### src/rtl/id_pkg.sv
// ---------------------------------------------------------------------------
// id_pkg
// Shared definitions for the instruction-decode stage:
//   - default field widths (opcode and register address)
//   - ALU opcode encodings
//   - packed struct of the decoded fields, laid out exactly like the
//     instruction word {op, oper1, oper2, dest}, MSB to LSB
//   - decode() helper that reinterprets a default-width instruction word
// No ports (package).
// ---------------------------------------------------------------------------
package id_pkg;

  localparam int OP_LEN_DEF   = 2;
  localparam int ADDR_LEN_DEF = 5;
  localparam int INST_LEN_DEF = OP_LEN_DEF + 3 * ADDR_LEN_DEF;

  // ALU opcode encodings
  localparam logic [OP_LEN_DEF-1:0] ADD = 2'b00;
  localparam logic [OP_LEN_DEF-1:0] SUB = 2'b01;
  localparam logic [OP_LEN_DEF-1:0] AND = 2'b10;
  localparam logic [OP_LEN_DEF-1:0] OR  = 2'b11;

  // Member order matches the instruction bit order, so a plain cast decodes.
  typedef struct packed {
    logic [OP_LEN_DEF-1:0]   op;
    logic [ADDR_LEN_DEF-1:0] oper1;
    logic [ADDR_LEN_DEF-1:0] oper2;
    logic [ADDR_LEN_DEF-1:0] dest;
  } dec_t;

  function automatic dec_t decode(input logic [INST_LEN_DEF-1:0] inst);
    return dec_t'(inst);
  endfunction

endpackage

### src/rtl/id_scoreboard.sv
// ---------------------------------------------------------------------------
// id_scoreboard
// One pending bit per architectural register. A bit is set when an
// instruction writing that register is accepted and cleared when its
// writeback completes. Two combinational lookup ports report whether a
// source register still has a write in flight.
//
// Ports:
//   clk       in   clock, rising edge
//   rstn      in   asynchronous active-low reset, clears every pending bit
//   set_en    in   mark set_idx pending (takes effect next cycle)
//   set_idx   in   register to mark
//   clr_en    in   clear clr_idx (takes effect next cycle)
//   clr_idx   in   register to clear
//   rd1_idx   in   lookup address 1
//   rd1_pend  out  register rd1_idx has a write in flight
//   rd2_idx   in   lookup address 2
//   rd2_pend  out  register rd2_idx has a write in flight
//
// When set and clear hit the same register in the same cycle the set wins:
// the newly accepted write is younger than the one retiring.
// With ZERO_REG=1 register 0 is hardwired non-pending.
// ---------------------------------------------------------------------------
module id_scoreboard
  import id_pkg::*;
#(
  parameter int ADDR_LEN = ADDR_LEN_DEF,
  parameter bit ZERO_REG = 1'b1
) (
  input  logic                clk,
  input  logic                rstn,
  input  logic                set_en,
  input  logic [ADDR_LEN-1:0] set_idx,
  input  logic                clr_en,
  input  logic [ADDR_LEN-1:0] clr_idx,
  input  logic [ADDR_LEN-1:0] rd1_idx,
  output logic                rd1_pend,
  input  logic [ADDR_LEN-1:0] rd2_idx,
  output logic                rd2_pend
);

  localparam int DEPTH = 2 ** ADDR_LEN;

  logic [DEPTH-1:0] pend_reg;

  generate
    for (genvar gi = 0; gi < DEPTH; gi++) begin : g_bit
      logic set_hit;
      logic clr_hit;

      // Register 0 can never become pending when it is the zero register.
      assign set_hit = set_en && (set_idx == ADDR_LEN'(gi)) && !(ZERO_REG && (gi == 0));
      assign clr_hit = clr_en && (clr_idx == ADDR_LEN'(gi));

      always_ff @(posedge clk or negedge rstn) begin
        if (!rstn) begin
          pend_reg[gi] <= 1'b0;
        end else if (set_hit) begin
          pend_reg[gi] <= 1'b1;
        end else if (clr_hit) begin
          pend_reg[gi] <= 1'b0;
        end
      end
    end
  endgenerate

  // Lookups read the registered bits only: a clear issued this cycle is not
  // visible until the next one.
  logic rd1_zero;
  logic rd2_zero;

  assign rd1_zero = ZERO_REG && (rd1_idx == '0);
  assign rd2_zero = ZERO_REG && (rd2_idx == '0);

  assign rd1_pend = pend_reg[rd1_idx] && !rd1_zero;
  assign rd2_pend = pend_reg[rd2_idx] && !rd2_zero;

endmodule

### src/rtl/id_stage_pipe.sv
// ---------------------------------------------------------------------------
// id_stage_pipe
// Registered instruction-decode stage between fetch and the register-file
// read / ALU stage. Each accepted instruction is split into ALU opcode,
// two source addresses and a destination address, all registered. A
// destination scoreboard holds back any instruction that reads a register
// whose write has not yet been written back.
//
// Ports:
//   clk         in   clock, rising edge
//   rstn        in   asynchronous active-low reset
//   inst        in   {op, oper1, oper2, dest}, MSB to LSB
//   inst_valid  in   upstream holds a valid inst
//   inst_ready  out  stage accepts inst this cycle (combinational)
//   wb_valid    in   writeback of wb_dest completes this cycle
//   wb_dest     in   register being written back
//   out_valid   out  decoded fields are valid
//   out_ready   in   downstream consumes the output this cycle
//   alu_sig     out  registered opcode
//   oper1       out  registered source 1 address
//   oper2       out  registered source 2 address
//   dest        out  registered destination address
//   mem_read    out  one-cycle register-file read strobe per new instruction
//   stall_cnt   out  saturating count of hazard-stall cycles
//
// INST_LEN must equal OP_LEN + 3*ADDR_LEN.
// ---------------------------------------------------------------------------
module id_stage_pipe
  import id_pkg::*;
#(
  parameter int OP_LEN   = OP_LEN_DEF,
  parameter int ADDR_LEN = ADDR_LEN_DEF,
  parameter int INST_LEN = OP_LEN_DEF + 3 * ADDR_LEN_DEF,
  parameter bit ZERO_REG = 1'b1,
  parameter int CNT_W    = 8
) (
  input  logic                clk,
  input  logic                rstn,
  input  logic [INST_LEN-1:0] inst,
  input  logic                inst_valid,
  output logic                inst_ready,
  input  logic                wb_valid,
  input  logic [ADDR_LEN-1:0] wb_dest,
  output logic                out_valid,
  input  logic                out_ready,
  output logic [OP_LEN-1:0]   alu_sig,
  output logic [ADDR_LEN-1:0] oper1,
  output logic [ADDR_LEN-1:0] oper2,
  output logic [ADDR_LEN-1:0] dest,
  output logic                mem_read,
  output logic [CNT_W-1:0]    stall_cnt
);

  // Field slicing of the incoming instruction.
  logic [OP_LEN-1:0]   f_op;
  logic [ADDR_LEN-1:0] f1;
  logic [ADDR_LEN-1:0] f2;
  logic [ADDR_LEN-1:0] fd;

  assign f_op = inst[INST_LEN-1 -: OP_LEN];
  assign f1   = inst[3*ADDR_LEN-1 -: ADDR_LEN];
  assign f2   = inst[2*ADDR_LEN-1 -: ADDR_LEN];
  assign fd   = inst[ADDR_LEN-1:0];

  // Output and counter state.
  logic                out_valid_reg;
  logic [OP_LEN-1:0]   alu_sig_reg;
  logic [ADDR_LEN-1:0] oper1_reg;
  logic [ADDR_LEN-1:0] oper2_reg;
  logic [ADDR_LEN-1:0] dest_reg;
  logic                mem_read_reg;
  logic [CNT_W-1:0]    stall_cnt_reg;

  logic pend1;
  logic pend2;
  logic hazard;
  logic acc;

  assign hazard = pend1 | pend2;

  // Ready depends only on registered state and the instruction fields, never
  // on inst_valid, so upstream may wait for ready before raising valid.
  assign inst_ready = (!out_valid_reg || out_ready) && !hazard;
  assign acc        = inst_valid && inst_ready;

  id_scoreboard #(
    .ADDR_LEN (ADDR_LEN),
    .ZERO_REG (ZERO_REG)
  ) u_scoreboard (
    .clk      (clk),
    .rstn     (rstn),
    .set_en   (acc),
    .set_idx  (fd),
    .clr_en   (wb_valid),
    .clr_idx  (wb_dest),
    .rd1_idx  (f1),
    .rd1_pend (pend1),
    .rd2_idx  (f2),
    .rd2_pend (pend2)
  );

  always_ff @(posedge clk or negedge rstn) begin
    if (!rstn) begin
      out_valid_reg <= 1'b0;
      alu_sig_reg   <= '0;
      oper1_reg     <= '0;
      oper2_reg     <= '0;
      dest_reg      <= '0;
      mem_read_reg  <= 1'b0;
    end else begin
      // Strobe marks arrival of a new instruction only; a held output does
      // not re-strobe the register file.
      mem_read_reg <= acc;
      if (acc) begin
        out_valid_reg <= 1'b1;
        alu_sig_reg   <= f_op;
        oper1_reg     <= f1;
        oper2_reg     <= f2;
        dest_reg      <= fd;
      end else if (out_valid_reg && out_ready) begin
        // Drained with nothing to replace it; fields keep their last values.
        out_valid_reg <= 1'b0;
      end
    end
  end

  // Counts cycles in which a presented instruction is blocked by a hazard.
  always_ff @(posedge clk or negedge rstn) begin
    if (!rstn) begin
      stall_cnt_reg <= '0;
    end else if (inst_valid && hazard && (stall_cnt_reg != '1)) begin
      stall_cnt_reg <= stall_cnt_reg + CNT_W'(1);
    end
  end

  assign out_valid = out_valid_reg;
  assign alu_sig   = alu_sig_reg;
  assign oper1     = oper1_reg;
  assign oper2     = oper2_reg;
  assign dest      = dest_reg;
  assign mem_read  = mem_read_reg;
  assign stall_cnt = stall_cnt_reg;

endmodule
### config.mk
export PLATFORM = sky130hd
export DESIGN_NAME = id_stage_pipe
export DESIGN_NICKNAME = d
export VERILOG_FILES = /design/src/rtl/id_pkg.sv /design/src/rtl/id_scoreboard.sv /design/src/rtl/id_stage_pipe.sv
export SDC_FILE = /design/constraint.sdc
export NUM_CORES = 1
export LEC_CHECK = 0
export ABC_AREA = 1
export BUFFER_PORTS_ARGS = -buffer_cell sky130_fd_sc_hd__buf_2
export CAP_MARGIN = 30
export CORE_MARGIN = 2
export CORE_UTILIZATION = 45
export CTS_CLUSTER_SIZE = 14
export DETAILED_ROUTE_END_ITERATION = 8
export PLACE_DENSITY = 0.75
export SYNTH_ARGS = -nofsm -noshare
export SYNTH_HDL_FRONTEND = slang
export SYNTH_HIERARCHICAL = 1
export SYNTH_SLANG_ARGS = --single-unit
### constraint.sdc
create_clock -name clk -period 2.1 [get_ports clk]
set_clock_uncertainty 0.05 [all_clocks]
set_input_delay 0.21 -clock clk [delete_from_list [all_inputs] [get_ports clk]]
set_output_delay 0.21 -clock clk [all_outputs]
set_load 0.02 [all_outputs]
==> flow_summary.yaml, run 1 <==
job:
  cap_viol_max_count: 0
placed_design:
  dpl_worst_slack_ps: -109
  gp_congestion: 0.935
  port_buffers: 54
  post-place-cells: 678
  hpwl_um: 7430
synth:
  synth_area_per_cell_um2: 6.55
  yosys_warnings: 6
  synth_ff_type: "dfrtp_1"
  synth_seq_cells: 58
  synth_edf_count: 0
  synth_cell_type_count: 28
  yosys.area.top_type_share_pct: 42.5
  syn_area_um2: 3410
  ys_seq_area_share_pct: 42.5
  synth_nets: 549
  synth_cells: 521
  yosysMostFrequentCell: "nand2_1"
  synth.area.top_cells: "dfrtp_1 (43%), nand2_1 (28%), inv_1 (6.3%)"
  netlist_top_cells_count: "nand2_1 (257), dfrtp_1 (58), inv_1 (57), nand3_1 (38), nor2_1 (38)"
  synthArstFlopShare_pct: 100
  yosys.area.top_type: "dfrtp_1"
sta:
  max_freq_ghz: 0.468
  timing_max_transition_violations_final: 0
  fin_crit_ps: 2130
  slew_headroom_pct: 59.8
  rsz0062_at_grt: "yes"
  fin_crit_sh_pct: 102
  tightest_slew_ps: 603
  finalHoldViolCount: 0
  fin_hold_ws_ps: 29.1
  fin_setup_tns_ps: -34.8
  setup_viol: 1
  timing.final.ws_setup_ps: -34.8
worst_setup_path:
  required_ps: 1840
  r2r_end: "u_scoreboard/pend_reg[16]"
  critPathMaxFanout: 2
  crit_arrival_ps: 1870
  r2r-start: "u_scoreboard/pend_reg[2]"
  crit_type: "register to primary output"
  critPathCaptureType: "primary output"
  rrSetupSlack_ps: 90
  reg2regPathDepth: 16
  start_kind: "register"
floorplan:
  dieHeight_um: 91.1
  rows: 31
  dieArea_um2: 8300
  coreArea_um2: 7290
  die_w_um: 91.1
  io_pins: 55
  initial_core_util_pct: 46.8
global_route:
  grt_start_max_net_pins: 35
  overflow: 0
  antenna_found_initial: 0
  grt_first_pass_wirelength_um: 16200
  grtUsageTotal_pct: 24.7
  grt_pass1_vias: 3465
clocking:
  cts_tree: "yes"
  clk_path_buf_depth: 2
  cts_buffers: 9
  cts_max_level: 3
  cts_sinks: 58
  cts-root-buf: "clkbuf_8"
  clk_pin_slew_ps: 70
  clock_latency_ps: 340
min_path:
  whs_path_depth: 3
  holdCritStartpoint: "inst[15]"
  hold_class: "input port to register"
  hold_end: "alu_sig[0]"
power:
  irDropWorstVdd_v: 0.000386
  p_per_area_nw_per_um2: 935
  finalPower_w: 0.00390
  p_leak_nw: 2.33
route:
  ant_nets: 0
  drt_pre_antenna_iters: 5
  vias: 3583
  drt-total-wl_um: 10000
  via_per_inst: 5.14
  drtIter0Drc: 180
  wl_per_cell_um: 14.4
  drc: 0
finish:
  largest_reg_flops: 31
  layoutNonFillerInstCount: 697
  fillers: 719
  syn_to_final_growth_pct: 22.2
  antenna_cells: 0
  drive_above_1_share_pct: 20.9
  nets: 622
outcome:
  failed_checks: "negative setup slack"
  status: "complete, but fails checks"
[per-layer routing]
metal  global-route usage (%)  up-vias  part of all wire (%)
li1                         -     1731                     -
met1                     30.7     1644                    42
met2                     41.0      178                    47
met3                     4.90       30                   7.2
met4                     12.5        0                   3.5
met5                        0        -                     0
[per-stage QoR]
step	area [µm²]	util [%]
final	4170	57.2
after global routing	4170	57.2
after CTS	4110	56.3
after detailed placement	3870	53.1
after global placement	3870	53.1
after floorplan	3420	-
[worst max-delay path by stage]
stage	start	end	slack [ps]	cells past startpoint
floorplan	inst[5]	u_scoreboard/pend_reg[1]	1	21
global placement	inst[5]	u_scoreboard/pend_reg[19]	-50	18
detailed placement	inst[5]	u_scoreboard/pend_reg[25]	-110	18
CTS	u_scoreboard/pend_reg[20]	inst_ready	-6	13
global route	u_scoreboard/pend_reg[20]	inst_ready	-120	13
finish	u_scoreboard/pend_reg[2]	inst_ready	-30	13
[cells in the final DEF (no fill, tap or decap), drive strengths merged, types with 2 or more instances in the layout]
master | Yosys | routed
a21oi | 3 | 3
nor2 | 43 | 43
nand3 | 39 | 39
clkinvlp | 0 | 3
nand2 | 260 | 260
dlygate4sd3 | 0 | 2
o21ai | 33 | 33
xor2 | 2 | 2
clkinv | 0 | 2
dfrtp | 58 | 58
inv | 62 | 61
buf | 10 | 72
clkbuf | 2 | 10
or2 | 2 | 2
[report_power, final]
group	total, W	internal, W	switching, W	leakage [nW]
clock network	0.00103	0.000569	0.000463	0.0941
registers	0.00163	0.00139	0.000234	0.738
logic	0.00124	0.000432	0.000811	1.50
[final cells by class]
class	instances	area [µm²]	area share, %
Multi-Input combinational cell	389	1690	40.5
Clock buffer	10	138	3.30
Timing Repair Buffer	74	473	11.3
Clock inverter	5	55.1	1.32
Tap cell	99	124	2.97
Sequential cell	58	1450	34.8
Inverter	62	241	5.79
[cell families after synthesis]
logic type	Yosys count	synth area share [%]
XOR/XNOR	3	0.770
flip-flops	58	42.5
AND/OR/NAND/NOR	346	41.1
buffers and inverters	74	9.31
adder cells (fa/ha/maj)	1	0.367
AO/OA/AOI/OAI	39	5.90
[critical path, stage by stage (launching register included)]
cell	delay (ps)
dfrtp_1	400
inv_2	80
nand2_1	60
nand3_1	70
nand2_1	60
nand2_1	60
nand2_1	50
inv_1	50
nand2_1	90
nand2_1	100
nand2_2	90
buf_6	120
nor3_2	140
buf_4	160
[what timing repair did]
action | in CTS | in global routing
endpoints found under the hold margin | 25 | 0
hold buffers | 2 | 0
cloned | 0 | 0
resized for setup | 14 | 14
buffers inserted | 0 | 2
pin swaps | 0 | 2
endpoints found under the setup margin | 16 | 33
(Power assumes the default switching activity.)
==> run 2: changes to the inputs <==
--- a/config.mk
+++ b/config.mk
@@ -5,14 +5,13 @@
 export SDC_FILE = /design/constraint.sdc
 export NUM_CORES = 1
 export LEC_CHECK = 0
-export ABC_AREA = 1
 export BUFFER_PORTS_ARGS = -buffer_cell sky130_fd_sc_hd__buf_2
 export CAP_MARGIN = 30
 export CORE_MARGIN = 2
 export CORE_UTILIZATION = 45
 export CTS_CLUSTER_SIZE = 14
 export DETAILED_ROUTE_END_ITERATION = 8
-export PLACE_DENSITY = 0.75
+export PLACE_DENSITY = 0.76
 export SYNTH_ARGS = -nofsm -noshare
 export SYNTH_HDL_FRONTEND = slang
 export SYNTH_HIERARCHICAL = 1
==> flow_summary.yaml, run 2 <==
outcome:
  status: "complete, but fails checks"
  failed_checks: "negative setup slack"
worst_setup_path:
  critPathMaxFanout: 5
  required_ps: 2290
  reg2regPathDepth: 9
  crit_arrival_ps: 2640
  crit_type: "register to register"
  r2r_end: "oper2[2]"
  r2r-start: "u_scoreboard/pend_reg[1]"
  critPathLaunch: "u_scoreboard/pend_reg[1]"
  rrSetupSlack_ps: -350
  cp-endpoint: "oper2[2]"
  start_kind: "register"
  critPathCaptureType: "register"
floorplan:
  rows: 29
  io_pins: 55
  dieArea_um2: 7440
  dieHeight_um: 86.2
  initial_core_util_pct: 47.1
  die_w_um: 86.2
  coreArea_um2: 6460
sta:
  fin_hold_ws_ps: 40.9
  fin_crit_sh_pct: 117
  max_freq_ghz: 0.408
  fin_crit_ps: 2450
  tightest_slew_ps: 668
  slew_headroom_pct: 55.5
  setup_viol: 57
  timing.final.ws_setup_ps: -349
  timing_max_transition_violations_final: 0
  finalHoldViolCount: 0
  rsz0062_at_grt: "yes"
synth:
  yosys.area.top_type_share_pct: 47.7
  syn_area_um2: 3040
  yosys.area.top_type: "dfrtp_1"
  synth_edf_count: 0
  synth_ff_type: "dfrtp_1"
  netlist_top_cells_count: "o21ai_0 (63), dfrtp_1 (58), nand3_1 (17), mux2i_1 (16)"
  synth_seq_cells: 58
  synthArstFlopShare_pct: 100
  yosysMostFrequentCell: "o21ai_0"
  ys_seq_area_share_pct: 47.7
  synth_cells: 277
  synth_cell_type_count: 45
  synth_nets: 305
  synth.area.top_cells: "dfrtp_1 (48%), o21ai_0 (10%), mux2i_1 (5.3%)"
  synth_area_per_cell_um2: 11.0
  yosys_warnings: 6
placed_design:
  hpwl_um: 5710
  gp_congestion: 0.867
  post-place-cells: 430
  port_buffers: 54
clocking:
  clock_latency_ps: 350
  clk_pin_slew_ps: 70
  cts_buffers: 9
  cts_tree: "yes"
  cts-root-buf: "clkbuf_8"
  cts_max_level: 3
  clk_path_buf_depth: 2
  cts_sinks: 58
global_route:
  grt_start_max_net_pins: 42
  grt.busiest_layer: "met2"
  met3_usage_pct: 6.86
  grt_use_met2_pct: 36.1
  grt_pass1_vias: 2647
  overflow: 0
  grtUsageTotal_pct: 22.5
  met1_usage_pct: 29.0
  antenna_found_initial: 0
  grt_first_pass_wirelength_um: 12700
finish:
  nets: 398
  drive_above_1_share_pct: 43.5
  mostFrequentLayoutCell: "dfrtp_1"
  largest_reg_flops: 31
  layout_common_cells: "dfrtp_1 (58), buf_2 (53), o21ai_0 (32), buf_4 (30), o21ai_1 (17)"
  utilization_pct: 63.0
  layoutNonFillerInstCount: 452
  fillers: 515
  syn_to_final_growth_pct: 33.8
  antenna_cells: 0
power:
  irDropWorstVdd_v: 0.000619
  p_per_area_nw_per_um2: 1030
  p_leak_nw: 1.87
route:
  via_per_inst: 5.86
  wl_per_cell_um: 17.5
  vias: 2650
  drtIter0Drc: 140
  drt-total-wl_um: 7910
  drt_pre_antenna_iters: 4
  drc: 0
  ant_nets: 0
job:
  cap_viol_max_count: 0
min_path:
  hold_class: "input port to register"
[run 2: cell families after synthesis]
group                      count (synthesis)  synth area share (%)
xor gates and xnor gates                   3                 0.864
DFF                                       58                  47.7
buffers and inverters                     12                  2.14
and+or+nand+nor                           70                  13.6
muxes                                     45                  18.6
adders and majority gates                  1                 0.411
AOI/OAI and AO/OA                         88                  16.7
[run 2: how the worst min path moves through the flow]
stage,slack (ps),end,cells after the start,start
6_report,40,alu_sig[1],2,inst[16]
5_1_grt,50,alu_sig[1],2,inst[16]
2_1_floorplan,-140,alu_sig[0],0,rstn
4_1_cts,30,alu_sig[1],2,inst[16]
3_5_place_dp,120,alu_sig[0],1,rstn
3_3_place_gp,120,alu_sig[0],1,rstn
[run 2: area by class of cell]
type	instances	area, µm²	share of cell area (%)
clock buffer	11	141	3.47
sequential	58	1450	35.6
multi-input combinational	207	1680	41.2
clock inverter	5	77.6	1.91
timing repair buffer	90	608	14.9
tap	77	96.3	2.37
inverter	4	20.0	0.492
[run 2: routing by layer]
metal	vias to the layer above	wire length, µm
met5	-	0
li1	1236	-
met2	108	3880
met1	1290	3360
met4	0	116
met3	16	547
[run 2: per-stage QoR]
| stage | TNS, ps | total power [W] | setup slack, ps | cell area, µm² |
|---|---|---|---|---|
| 2_1_floorplan | -14520 | 0.00242 | -438 | 3070 |
| 3_3_place_gp | -10610 | 0.00289 | -291 | 3620 |
| 3_5_place_dp | -12800 | 0.00294 | -305 | 3620 |
| 4_1_cts | -12500 | 0.00416 | -302 | 3950 |
| 5_1_grt | -23290 | 0.00444 | -499 | 4070 |
| 6_report | -14270 | 0.00421 | -349 | 4070 |
[run 2: where the power goes]
group | leakage (nW) | internal, W | switching (W)
logic | 1.03 | 0.000673 | 0.000731
clock network | 0.109 | 0.000696 | 0.000451
registers | 0.732 | 0.00142 | 0.000231
total | 1.87 | 0.00279 | 0.00141
[run 2: repair_timing]
item,in CTS,in global routing
hold buffers,1,0
gates resized for setup,31,16
cloned,0,1
setup endpoints to repair,57,59
buffers inserted,3,2
pin swaps,9,5
hold endpoints to repair,17,0
[run 2: critical path, stage by stage, from the launching register on]
cell       delay (ps)
dfrtp_1           410
mux2_1            310
a221oi_1          280
or4_1             170
nand4_1           180
nor3_4            260
nand2_4           100
buf_12            140
clkbuf_16         150
mux2_4            290
